### config.mk
export PLATFORM = sky130hd
export DESIGN_NAME = change_dispenser
export DESIGN_NICKNAME = d
export VERILOG_FILES = /design/src/rtl/change_dispenser.sv
export SDC_FILE = /design/constraint.sdc
export NUM_CORES = 1
export LEC_CHECK = 0
export CAP_MARGIN = 20
export CORE_MARGIN = 3
export CORE_UTILIZATION = 32
export CTS_CLUSTER_SIZE = 28
export DETAILED_ROUTE_END_ITERATION = 10
export GPL_TIMING_DRIVEN = 0
export PLACE_DENSITY = 0.6
export SLEW_MARGIN = 20
export SYNTH_ARGS = -nofsm -noshare
export SYNTH_HDL_FRONTEND = slang
export SYNTH_SLANG_ARGS = --single-unit
### constraint.sdc
create_clock -name clk -period 2.5 [get_ports clk]
set_input_delay 0.5 -clock clk [delete_from_list [all_inputs] [get_ports clk]]
set_output_delay 0.5 -clock clk [all_outputs]
set_load 0.005 [all_outputs]
### src/rtl/change_dispenser.sv
// rtl/change_dispenser.sv - coin hopper controller with pending-coin queue, jam timeout and sticky overflow
// Optional coins_paid/stray outputs under CHANGE_DISPENSER_STATS_EN.
module change_dispenser #(
    parameter int PEND_W      = 4,
    parameter int TIMEOUT_CYC = 1000,
    parameter int GAP_CYC     = 8
) (
    input  logic       clk,
    input  logic       rst,
    input  logic       vend,
    input  logic [1:0] change,
    input  logic       coin_det,
    output logic       hop_en,
    output logic       busy,
    output logic       jam,
    output logic       ovf
`ifdef CHANGE_DISPENSER_STATS_EN
    ,
    output logic [7:0] coins_paid,
    output logic       stray
`endif
);
    localparam int TW = $clog2(TIMEOUT_CYC + 1);
    localparam int GW = $clog2(GAP_CYC + 1);
    localparam logic [PEND_W+1:0] PMAX = {2'b00, {PEND_W{1'b1}}};

    typedef enum logic [1:0] {IDLE, MOTOR, GAP, JAM} state_t;

    state_t              state;
    logic [PEND_W-1:0]   pending;
    logic [TW-1:0]       tcnt;
    logic [GW-1:0]       gcnt;
    logic                coin_q;
    logic                coin_edge;
    logic                pay;
    logic                bad_code;
    logic [1:0]          add;
    logic [PEND_W+1:0]   sum;

    // Net capture/payout is computed wide so saturation can be detected after the decrement.
    always_comb begin
        coin_edge = coin_det & ~coin_q;
        pay       = (state == MOTOR) & coin_edge;
        bad_code  = vend & (change == 2'd3);
        add       = (vend && change != 2'd3) ? change : 2'd0;
        sum       = {2'b00, pending} + {{PEND_W{1'b0}}, add} - {{(PEND_W+1){1'b0}}, pay};
    end

    assign busy = (state != IDLE) | (pending != '0);

    always_ff @(posedge clk) begin
        if (rst) begin
            state   <= IDLE;
            pending <= '0;
            tcnt    <= '0;
            gcnt    <= '0;
            coin_q  <= 1'b0;
            hop_en  <= 1'b0;
            jam     <= 1'b0;
            ovf     <= 1'b0;
`ifdef CHANGE_DISPENSER_STATS_EN
            coins_paid <= '0;
            stray      <= 1'b0;
`endif
        end else begin
            coin_q <= coin_det;
            if (sum > PMAX) begin
                pending <= PMAX[PEND_W-1:0];
                ovf     <= 1'b1;
            end else begin
                pending <= sum[PEND_W-1:0];
            end
            if (bad_code)
                ovf <= 1'b1;
`ifdef CHANGE_DISPENSER_STATS_EN
            if (pay)
                coins_paid <= coins_paid + 8'd1;
            if (coin_edge && state != MOTOR)
                stray <= 1'b1;
`endif
            case (state)
                IDLE: begin
                    if (pending != '0) begin
                        state  <= MOTOR;
                        hop_en <= 1'b1;
                        tcnt   <= '0;
                    end
                end
                MOTOR: begin
                    tcnt <= tcnt + 1'b1;
                    if (coin_edge) begin
                        state  <= GAP;
                        hop_en <= 1'b0;
                        gcnt   <= GW'(GAP_CYC - 1);
                    end else if (tcnt == TW'(TIMEOUT_CYC - 1)) begin
                        state  <= JAM;
                        hop_en <= 1'b0;
                        jam    <= 1'b1;
                    end
                end
                GAP: begin
                    if (gcnt == '0)
                        state <= IDLE;
                    else
                        gcnt <= gcnt - 1'b1;
                end
                JAM: begin
                    hop_en <= 1'b0;
                    jam    <= 1'b1;
                end
            endcase
        end
    end
endmodule

==> results of run 1 <==
worst max-delay path by stage:
stage          depth (start not counted)     start          to  slack [ns]
6_report                              12  coin_det  pending[1]         0.1
5_1_grt                               12  coin_det  pending[1]        0.01
4_1_cts                               12  state[0]  pending[2]       0.003
3_5_place_dp                          12  coin_det  pending[2]       -0.73
3_3_place_gp                          12  coin_det         ovf       -0.70
2_1_floorplan                         11  coin_det         ovf        0.02
cell type report:
class	instances	area [µm²]
inverter	15	56.30
clock inverter	1	30.03
clock buffer	3	41.29
sequential	24	485.5
tap	48	60.06
timing repair buffer	16	141.4
buffer	2	15.01
fill	383	2150
multi-input combinational	106	819.5
placed cells by master (no fill, tap or decap), types with 2 or more instances in the layout:
master,synthesis,layout
dfxtp_1,24,22
nor2_1,19,19
inv_1,15,13
nand2_1,8,8
ha_1,10,8
xnor2_1,8,7
buf_4,0,7
a31oi_1,6,6
nand2b_1,6,5
a21oi_1,6,5
clkdlybuf4s50_1,0,5
nand3b_1,4,4
nor3b_1,4,4
nor3_1,4,4
nor4_1,3,3
a211oi_1,3,3
clkbuf_8,0,3
dlygate4sd2_1,0,3
inv_2,0,2
and2b_2,0,2
nor2b_1,2,2
nand4_1,2,2
mux2i_1,2,2
nand3_1,2,2
nand4b_1,2,2
xor2_1,2,2
o21ai_0,2,2
ha_4,0,2
cells in the mapped netlist (2+ instances only):
master / count / share of area
buf_6: 2 / 0.017
nor2_1: 19 / 0.054
nand2b_1: 6 / 0.029
a211oi_1: 3 / 0.017
nor3_1: 4 / 0.015
nand3b_1: 4 / 0.023
nor4_1: 3 / 0.014
nand4b_1: 2 / 0.013
a21oi_1: 6 / 0.023
o21ai_0: 2 / 0.0076
xor2_1: 2 / 0.013
inv_1: 15 / 0.043
mux2i_1: 2 / 0.015
dfxtp_1: 24 / 0.37
ha_1: 10 / 0.095
nand4_1: 2 / 0.0095
a31oi_1: 6 / 0.029
and2b_1: 2 / 0.011
xnor2_1: 8 / 0.053
nand3_1: 2 / 0.0076
nand2_1: 8 / 0.023
nor2b_1: 2 / 0.0095
nor3b_1: 4 / 0.023
logic make-up after synthesis:
group | Yosys count | share of synthesized area
xor gates and xnor gates | 10 | 0.06661
muxes | 2 | 0.01522
adders and majority gates | 11 | 0.1104
buffers and inverters | 18 | 0.06279
DFF | 24 | 0.3654
AOI/OAI and AO/OA | 22 | 0.1085
and+or+nand+nor | 61 | 0.2712
where the power goes:
part           total, mW  internal (mW)  switching [mW]
Sequential         0.530          0.458          0.0721
Clock              0.350          0.214           0.136
Combinational      0.820          0.409           0.411
Total               1.70           1.08           0.619
flip-flops by register name, indices dropped and copies added, names as in the netlist:
register / cells
state: 2
hop_en: 1
ovf: 1
jam: 1
pending: 4
tcnt: 10
gcnt: 4
coin_q: 1
metrics by stage:
step / std cells / total power, mW / hold WS, ns / setup WS, ns
2_1_floorplan: 148 / 0.9942 / 0.4555 / 0.01951
3_3_place_gp: 205 / 1.137 / 0.4954 / -0.7042
3_5_place_dp: 205 / 1.157 / 0.4960 / -0.7284
4_1_cts: 215 / 1.634 / 0.5116 / 0.002914
5_1_grt: 215 / 1.813 / 0.5277 / 0.01445
6_report: 215 / 1.701 / 0.5109 / 0.09924
metal layers:
layer / vias up / wire length (µm) / global-route usage
met5: - / 0 / 0
met1: 508 / 1247 / 0.1357
met4: 0 / 57 / 0.05106
li1: 548 / - / -
met2: 10 / 1325 / 0.2025
met3: 4 / 58 / 0.02158
what timing repair did:
action | 4_1_cts | 5_1_grt
endpoints found under the hold margin | 0 | 0
buffers inserted | 6 | 1
pin swaps | 5 | 5
endpoints found under the setup margin | 5 | 5
gates resized for setup | 13 | 7
critical path, cell delays in order:
cell	delay, ns
dlygate4sd2_1	0.24
nand2b_1	0.11
and2b_2	0.26
ha_4	0.24
inv_2	0.06
ha_4	0.13
inv_2	0.04
fa_2	0.35
nand2b_4	0.15
a21oi_4	0.17
xnor2_4	0.16
a31oi_1	0.13
==> flow_summary.json, run 1 <==
{
  "hold_buffers": 0,
  "avgSynthCellArea_um2": 8.885,
  "place_hpwl_um": 1915,
  "core_mm2": 0.003799,
  "syn_nets": 165,
  "synth-seq-cells": 24,
  "r2r_slack_ns": 0.12,
  "synth_edf_count": 0,
  "antenna_found_initial": 0,
  "clock_path_buffers": 2,
  "ys.flop_type": "dfxtp_1",
  "end_kind": "flip-flop",
  "slew_headroom": 0.6313,
  "grt_max_degree": 15,
  "via_count": 1070,
  "drive_gt1_frac": 0.1677,
  "cts_root_buf": "clkbuf_8",
  "drv_cap": 0,
  "grt_pass1_wl_um": 4657,
  "initial_core_util": 0.3462,
  "cts.sinks": 24,
  "cts_buffers": 3,
  "clock_latency_ns": 0.28,
  "gp_congestion": 0.8015,
  "fin_util": 0.4341,
  "final_max_slew_viol_count": 0,
  "clkTransAtPathRegs_ns": 0.08,
  "drt_iter0_markers": 33,
  "tightest_slew_ns": 0.5508,
  "syn_area_mm2": 0.001315,
  "yosysWarnings": 0,
  "routed_wl_um": 2689,
  "ys_seq_area_frac": 0.3654,
  "die_h_um": 70.11,
  "port_buffers": 9,
  "setup-violations-final": 0,
  "power_density_mw_per_mm2": 1031,
  "worstHoldPathCells": 1,
  "io_pins": 10,
  "worstHoldStart": "gcnt[0]",
  "finalHoldViolCount": 0,
  "cts_tree": "done",
  "n_antenna_cell": 0,
  "critPathKind": "in2reg",
  "post-route-min-period_ns": 2.401,
  "async_flop_share": 0,
  "finalCritPeriodShare": 0.9603,
  "rr_startpoint": "state[0]",
  "ir_worst_vdd_uv": 611.3,
  "dpl-instance-area_mm2": 0.001465,
  "gr-usage-all-layers": 0.1156,
  "hp-class": "reg2reg",
  "worstPathMaxFanout": 5,
  "synth_cells": 148,
  "drt_first_pass_iters": 3,
  "ff2ff_path_depth": 11,
  "die-area_mm2": 0.004915,
  "status": "finished clean",
  "cp.arrival_ns": 2.54,
  "grt_pass1_vias": 1056,
  "wl_per_cell_um": 12.51,
  "grt_overflow": 0,
  "skew_ns": 0.01192,
  "clock.fmax_ghz": 0.4165,
  "yosysUniqueCellTypes": 33,
  "fin_nets": 185,
  "cp.required_ns": 2.64,
  "htreeDepth": 1,
  "power_leakage_nw": 0.6308,
  "drtAntennaViolNets": 0,
  "syn_to_final_growth_pct": 25.40,
  "fp.dieW_um": 70.11,
  "tns_ns": 0,
  "drc": 0,
  "startpoint_type": "primary input",
  "rsz0062_at_grt": "false",
  "stdcell_area_mm2": 0.001649,
  "r2r-end": "pending[1]",
  "rows": 22,
  "vias_per_cell": 4.977,
  "holdPathEnd": "gcnt[0]"
}
Power figures use the tool's default switching activity.
==> inputs of run 2 (changes only) <==
CORE_UTILIZATION = 45   (was 32)
PLACE_DENSITY = 0.75   (was 0.6)
==> run 2 against run 1 <==
Effect of this change: first-iteration DRC count is 42% higher; setup slack better by 0.012 ns; fmax is 0.49% higher; cell count is 8.4% lower; hold slack worse by 0.0024 ns; combinational power is 2.4% higher; critical endpoint is now ovf; via count is 1.7% higher; non-clock buffer count stayed put; register-to-register slack hardly changed; critical path type is now reg2reg; sequential share of layout area is 0.66 points higher; largest cell class unchanged; routed wire length is 2.1% lower.
==> flow_summary.json, run 2 (synthesis results as in run 1) <==
{
  "status": "finished clean",
  "slew_headroom": 0.6124,
  "antenna_found_initial": 0,
  "cpMaxStageDelayCell": "dfxtp_4",
  "die-area_mm2": 0.003607,
  "finalHoldViolCount": 0,
  "startpoint_type": "flip-flop",
  "hp-class": "in2reg",
  "power_leakage_nw": 0.6129,
  "drt_first_pass_iters": 4,
  "cp.arrival_ns": 2.59,
  "clock.fmax_ghz": 0.4186,
  "grt_max_degree": 15,
  "stdcell_area_mm2": 0.001613,
  "cp.required_ns": 2.70,
  "hold_buffers": 0,
  "worstPathMaxFanout": 10,
  "place_hpwl_um": 1834,
  "top_regs": "tcnt: 10 flops, gcnt: 4 flops, pending: 4 flops",
  "path_delay_family": "adder cells",
  "skew_ns": 0.006435,
  "tightest_slew_ns": 0.5789,
  "setup_ws_ns": 0.1109,
  "grt_pass1_wl_um": 4567,
  "syn_to_final_growth_pct": 22.65,
  "finalCritPeriodShare": 0.9556,
  "end_kind": "flip-flop",
  "drc": 0,
  "gr-usage-all-layers": 0.1669,
  "fin_nets": 185,
  "clock_latency_ns": 0.33,
  "port_buffers": 9,
  "setup-violations-final": 0,
  "via_count": 1088,
  "drv_cap": 0,
  "power_density_mw_per_mm2": 1029,
  "hold_ws_ns": 0.5085,
  "rows": 18,
  "post-route-min-period_ns": 2.389,
  "fillers": 222,
  "vias_per_cell": 5.523,
  "final_cell_mix": "22 x dfxtp_1, 19 x nor2_1, 13 x inv_1",
  "fp.dieW_um": 60.06,
  "critical_path_buf_inv_count": 2,
  "multi_input_area_um2": 824.5,
  "tns_ns": 0,
  "htreeDepth": 1,
  "initial_core_util": 0.4991,
  "n_antenna_cell": 0,
  "cts_buffers": 3,
  "io_pins": 10,
  "cts_tree": "done",
  "regArea_um2": 485.5,
  "dp.cells": 187,
  "drive_gt1_frac": 0.1737,
  "dpl-instance-area_mm2": 0.001443,
  "wl_per_cell_um": 13.37,
  "clkTransAtPathRegs_ns": 0.14,
  "instances_no_fill": 197,
  "core_mm2": 0.002635,
  "cts_root_buf": "clkbuf_4",
  "die_h_um": 60.06,
  "ir_worst_vdd_uv": 882.2,
  "gp_congestion": 0.8261,
  "drt_iter0_markers": 47,
  "rsz0062_at_grt": "false",
  "clock_path_buffers": 2,
  "routed_wl_um": 2633,
  "path_cells": "and2b_2 -> and2b_2 -> ha_4 -> inv_2 -> ha_4 -> inv_2 -> fa_2 -> nand2b_4 -> a21oi_4 -> xnor2_4 -> a31oi_1",
  "final_max_slew_viol_count": 0,
  "top_register": "tcnt",
  "max_stage_delay_ns": 0.40,
  "final_common_cell": "dfxtp_1",
  "grt_overflow": 0,
  "largest_reg_flops": 10,
  "cts.sinks": 24,
  "post-place-ws_ns": -0.7219,
  "drtAntennaViolNets": 0,
  "critPathKind": "reg2reg",
  "grt_pass1_vias": 1096
}
-- run 2: cell count changes in the layout (fill, tap and decap cells not counted) --
cell and change:
clkbuf_8 -3, clkbuf_4 +3, dlymetal6s2s_1 -1, nor3b_1 -1
nor3b_2 +1, dlygate4sd2_1 -2, clkdlybuf4s50_1 +3
-- run 2: worst reg2reg max path: cells and delay by family (launching register included) --
| family | cells | cell delay, ns |
|---|---|---|
| XOR/XNOR | 1 | 0.16 |
| adder cells (fa/ha/maj) | 3 | 0.72 |
| AND/OR/NAND/NOR | 3 | 0.60 |
| AO/OA/AOI/OAI | 2 | 0.30 |
| buffers and inverters | 2 | 0.10 |
| flip-flops | 1 | 0.40 |
-- run 2: final timing paths --
kind | start | endpoint | slack (ns) | depth (start not counted)
max | state[0] | ovf | 0.11 | 11
max reg2reg | state[0] | ovf | 0.11 | 11
min reg2reg | gcnt[0] | gcnt[0] | 0.52 | 1
min | coin_det | coin_q | 0.51 | 2
-- run 2: area by class of cell --
| cell class | instances | area share |
|---|---|---|
| multi-input cells | 106 | 0.5112 |
| plain buffers | 2 | 0.009310 |
| inverters | 15 | 0.03491 |
| repair buffers | 16 | 0.08766 |
| flip-flops and latches | 24 | 0.3010 |
| clock inverters | 1 | 0.01862 |
| well taps | 30 | 0.02327 |
| clock buffers | 3 | 0.01396 |
-- run 2: timing repair --
action                                  in CTS  in global routing
buffers inserted                             5                  2
pin swaps                                    4                  5
gates resized for setup                     12                  6
endpoints found under the setup margin       5                  5
-- run 2: metrics by stage --
step                power, mW  utilization
floorplan              0.9942            -
global placement        1.129       0.5475
detailed placement      1.160       0.5475
CTS                     1.565       0.5950
global route            1.790       0.6121
finish                  1.660       0.6121
-- run 2: power breakdown --
part	leakage, nW	switching, mW	internal (mW)
combinational	0.387	0.418	0.422
sequential	0.198	0.0756	0.458
clock	0.0279	0.124	0.162
-- run 2: per-layer routing --
metal	vias up	track usage	routed length [µm]
li1	549	-	-
met1	500	0.1951	1174
met2	33	0.2747	1272
met3	6	0.05184	130
met4	0	0.07911	55
met5	-	0	0
==> inputs of run 3 (changes only) <==
clock period = 2 ns   (was 2.5 ns; I/O delays follow)
==> run 3 against run 2 <==
Effect of this change: the flow now finishes with violations (negative setup slack); routed wire length up 14%; non-clock buffer count up 11; critical path depth unchanged; clock skew up 0.0038 ns; first-iteration DRC count up 15%; final area up 5.1%; sequential power up 22%; global-route usage up 2.1 points; cell count up 5.6%; critical path type unchanged; critical endpoint unchanged; largest power group unchanged; highest routed layer unchanged.
==> flow_summary.json, run 3 (synthesis results as in run 1) <==
{
  "clock_path_buffers": 2,
  "grt_overflow": 0,
  "holdPathEnd": "gcnt[0]",
  "end_kind": "flip-flop",
  "clock_latency_ns": 0.32,
  "syn_to_final_growth_pct": 28.93,
  "grt_pass1_vias": 1185,
  "gr-usage-all-layers": 0.1879,
  "power_density_mw_per_mm2": 1196,
  "via_count": 1125,
  "htreeDepth": 1,
  "post-place-ws_ns": -0.8539,
  "setup_ws_ns": -0.2677,
  "initial_core_util": 0.4991,
  "worstHoldStart": "gcnt[0]",
  "cts_root_buf": "clkbuf_4",
  "wl_per_cell_um": 14.37,
  "ir_worst_vdd_uv": 1021,
  "core_mm2": 0.002635,
  "cp.required_ns": 2.21,
  "drc": 0,
  "post-route-min-period_ns": 2.268,
  "worstPathMaxFanout": 5,
  "setup-violations-final": 6,
  "r2r_slack_ns": -0.27,
  "worstHoldPathCells": 1,
  "drtAntennaViolNets": 0,
  "gp_congestion": 0.8241,
  "finalHoldViolCount": 0,
  "rsz0062_at_grt": "true",
  "rows": 18,
  "fin_nets": 196,
  "port_buffers": 9,
  "grt_max_degree": 14,
  "r2r-end": "ovf",
  "power_leakage_nw": 0.6630,
  "fillers": 214,
  "largest_reg_flops": 10,
  "top_register": "tcnt",
  "critPathKind": "reg2reg",
  "io_pins": 10,
  "grt_pass1_wl_um": 5119,
  "rr_startpoint": "state[1]",
  "cp.arrival_ns": 2.47,
  "die-area_mm2": 0.003607,
  "place_hpwl_um": 1969,
  "final_cell_mix": "21 x dfxtp_1, 19 x nor2_1, 18 x buf_4",
  "tightest_slew_ns": 0.6168,
  "clock.fmax_ghz": 0.4410,
  "drv_cap": 0,
  "clkTransAtPathRegs_ns": 0.14,
  "cts_tree": "done",
  "final_max_slew_viol_count": 0,
  "status": "finished with violations",
  "ff2ff_path_depth": 11,
  "drt_first_pass_iters": 4,
  "failed_checks": "negative setup slack",
  "cts.sinks": 24,
  "n_antenna_cell": 0,
  "skew_ns": 0.01027,
  "finalCritPeriodShare": 1.134,
  "top_regs": "tcnt: 10 flops, gcnt: 4 flops, pending: 4 flops",
  "final_common_cell": "dfxtp_1",
  "drive_gt1_frac": 0.2528,
  "drt_iter0_markers": 54,
  "cts_buffers": 3,
  "slew_headroom": 0.5871,
  "fp.dieW_um": 60.06,
  "startpoint_type": "flip-flop",
  "hp-class": "reg2reg",
  "die_h_um": 60.06,
  "routed_wl_um": 2989,
  "antenna_found_initial": 0,
  "tns_ns": -1.445,
  "vias_per_cell": 5.409
}
[run 3: power by group]
part | switching, mW | internal [mW]
Clock | 0.150 | 0.111
Sequential | 0.0818 | 0.573
Combinational | 0.556 | 0.555
Total | 0.788 | 1.24
[run 3: stage by stage]
step                  util  instance area, µm²  std cells  total power, mW  hold slack, ns
detailed placement  0.5684                1498        187            1.589          0.5007
global route        0.6434                1695        208            2.175          0.5053
finish              0.6434                1695        208            2.028          0.5174
floorplan                -                1370        148            1.372          0.4555
CTS                 0.6325                1667        206            1.971          0.5036
global placement    0.5684                1498        187            1.547          0.4881
[run 3: worst max path at each step]
stage	slack, ns	startpoint	endpoint
floorplan	-0.27	state[0]	ovf
global placement	-0.85	coin_det	ovf
detailed placement	-0.85	coin_det	ovf
CTS	-0.27	state[0]	ovf
global route	-0.33	state[1]	pending[0]
finish	-0.27	state[1]	ovf
[run 3: worst max-delay path, cell delays in order (launching register included)]
cell and delay (ns):
dfxtp_2 0.36, and2b_2 0.21, and2b_2 0.22, ha_4 0.22
inv_2 0.06, ha_4 0.13, inv_2 0.03, fa_2 0.33
nand2b_4 0.15, a21oi_4 0.18, xnor2_4 0.16, a31oi_1 0.10
[run 3: timing repair]
item	CTS	global route
hold buffers	0	0
endpoints found under the setup margin	6	10
pin swaps	5	2
endpoints found under the hold margin	0	0
gates resized for setup	9	4
setup buffers	16	4
[run 3: area by class of cell]
type | count | area [µm²] | share of cell area
multi-input combinational | 106 | 839.6 | 0.4952
sequential | 24 | 486.7 | 0.2871
timing repair buffer | 27 | 224.0 | 0.1321
inverter | 15 | 56.30 | 0.03321
tap | 30 | 37.54 | 0.02214
clock buffer | 4 | 36.28 | 0.02140
buffer | 2 | 15.01 | 0.008856
[run 3: routing by layer]
metal / vias to the layer above / wire length, µm / track usage
li1: 570 / - / -
met5: - / 0 / 0
met3: 6 / 99 / 0.04536
met1: 532 / 1291 / 0.1982
met4: 0 / 55 / 0.05696
met2: 17 / 1543 / 0.3596
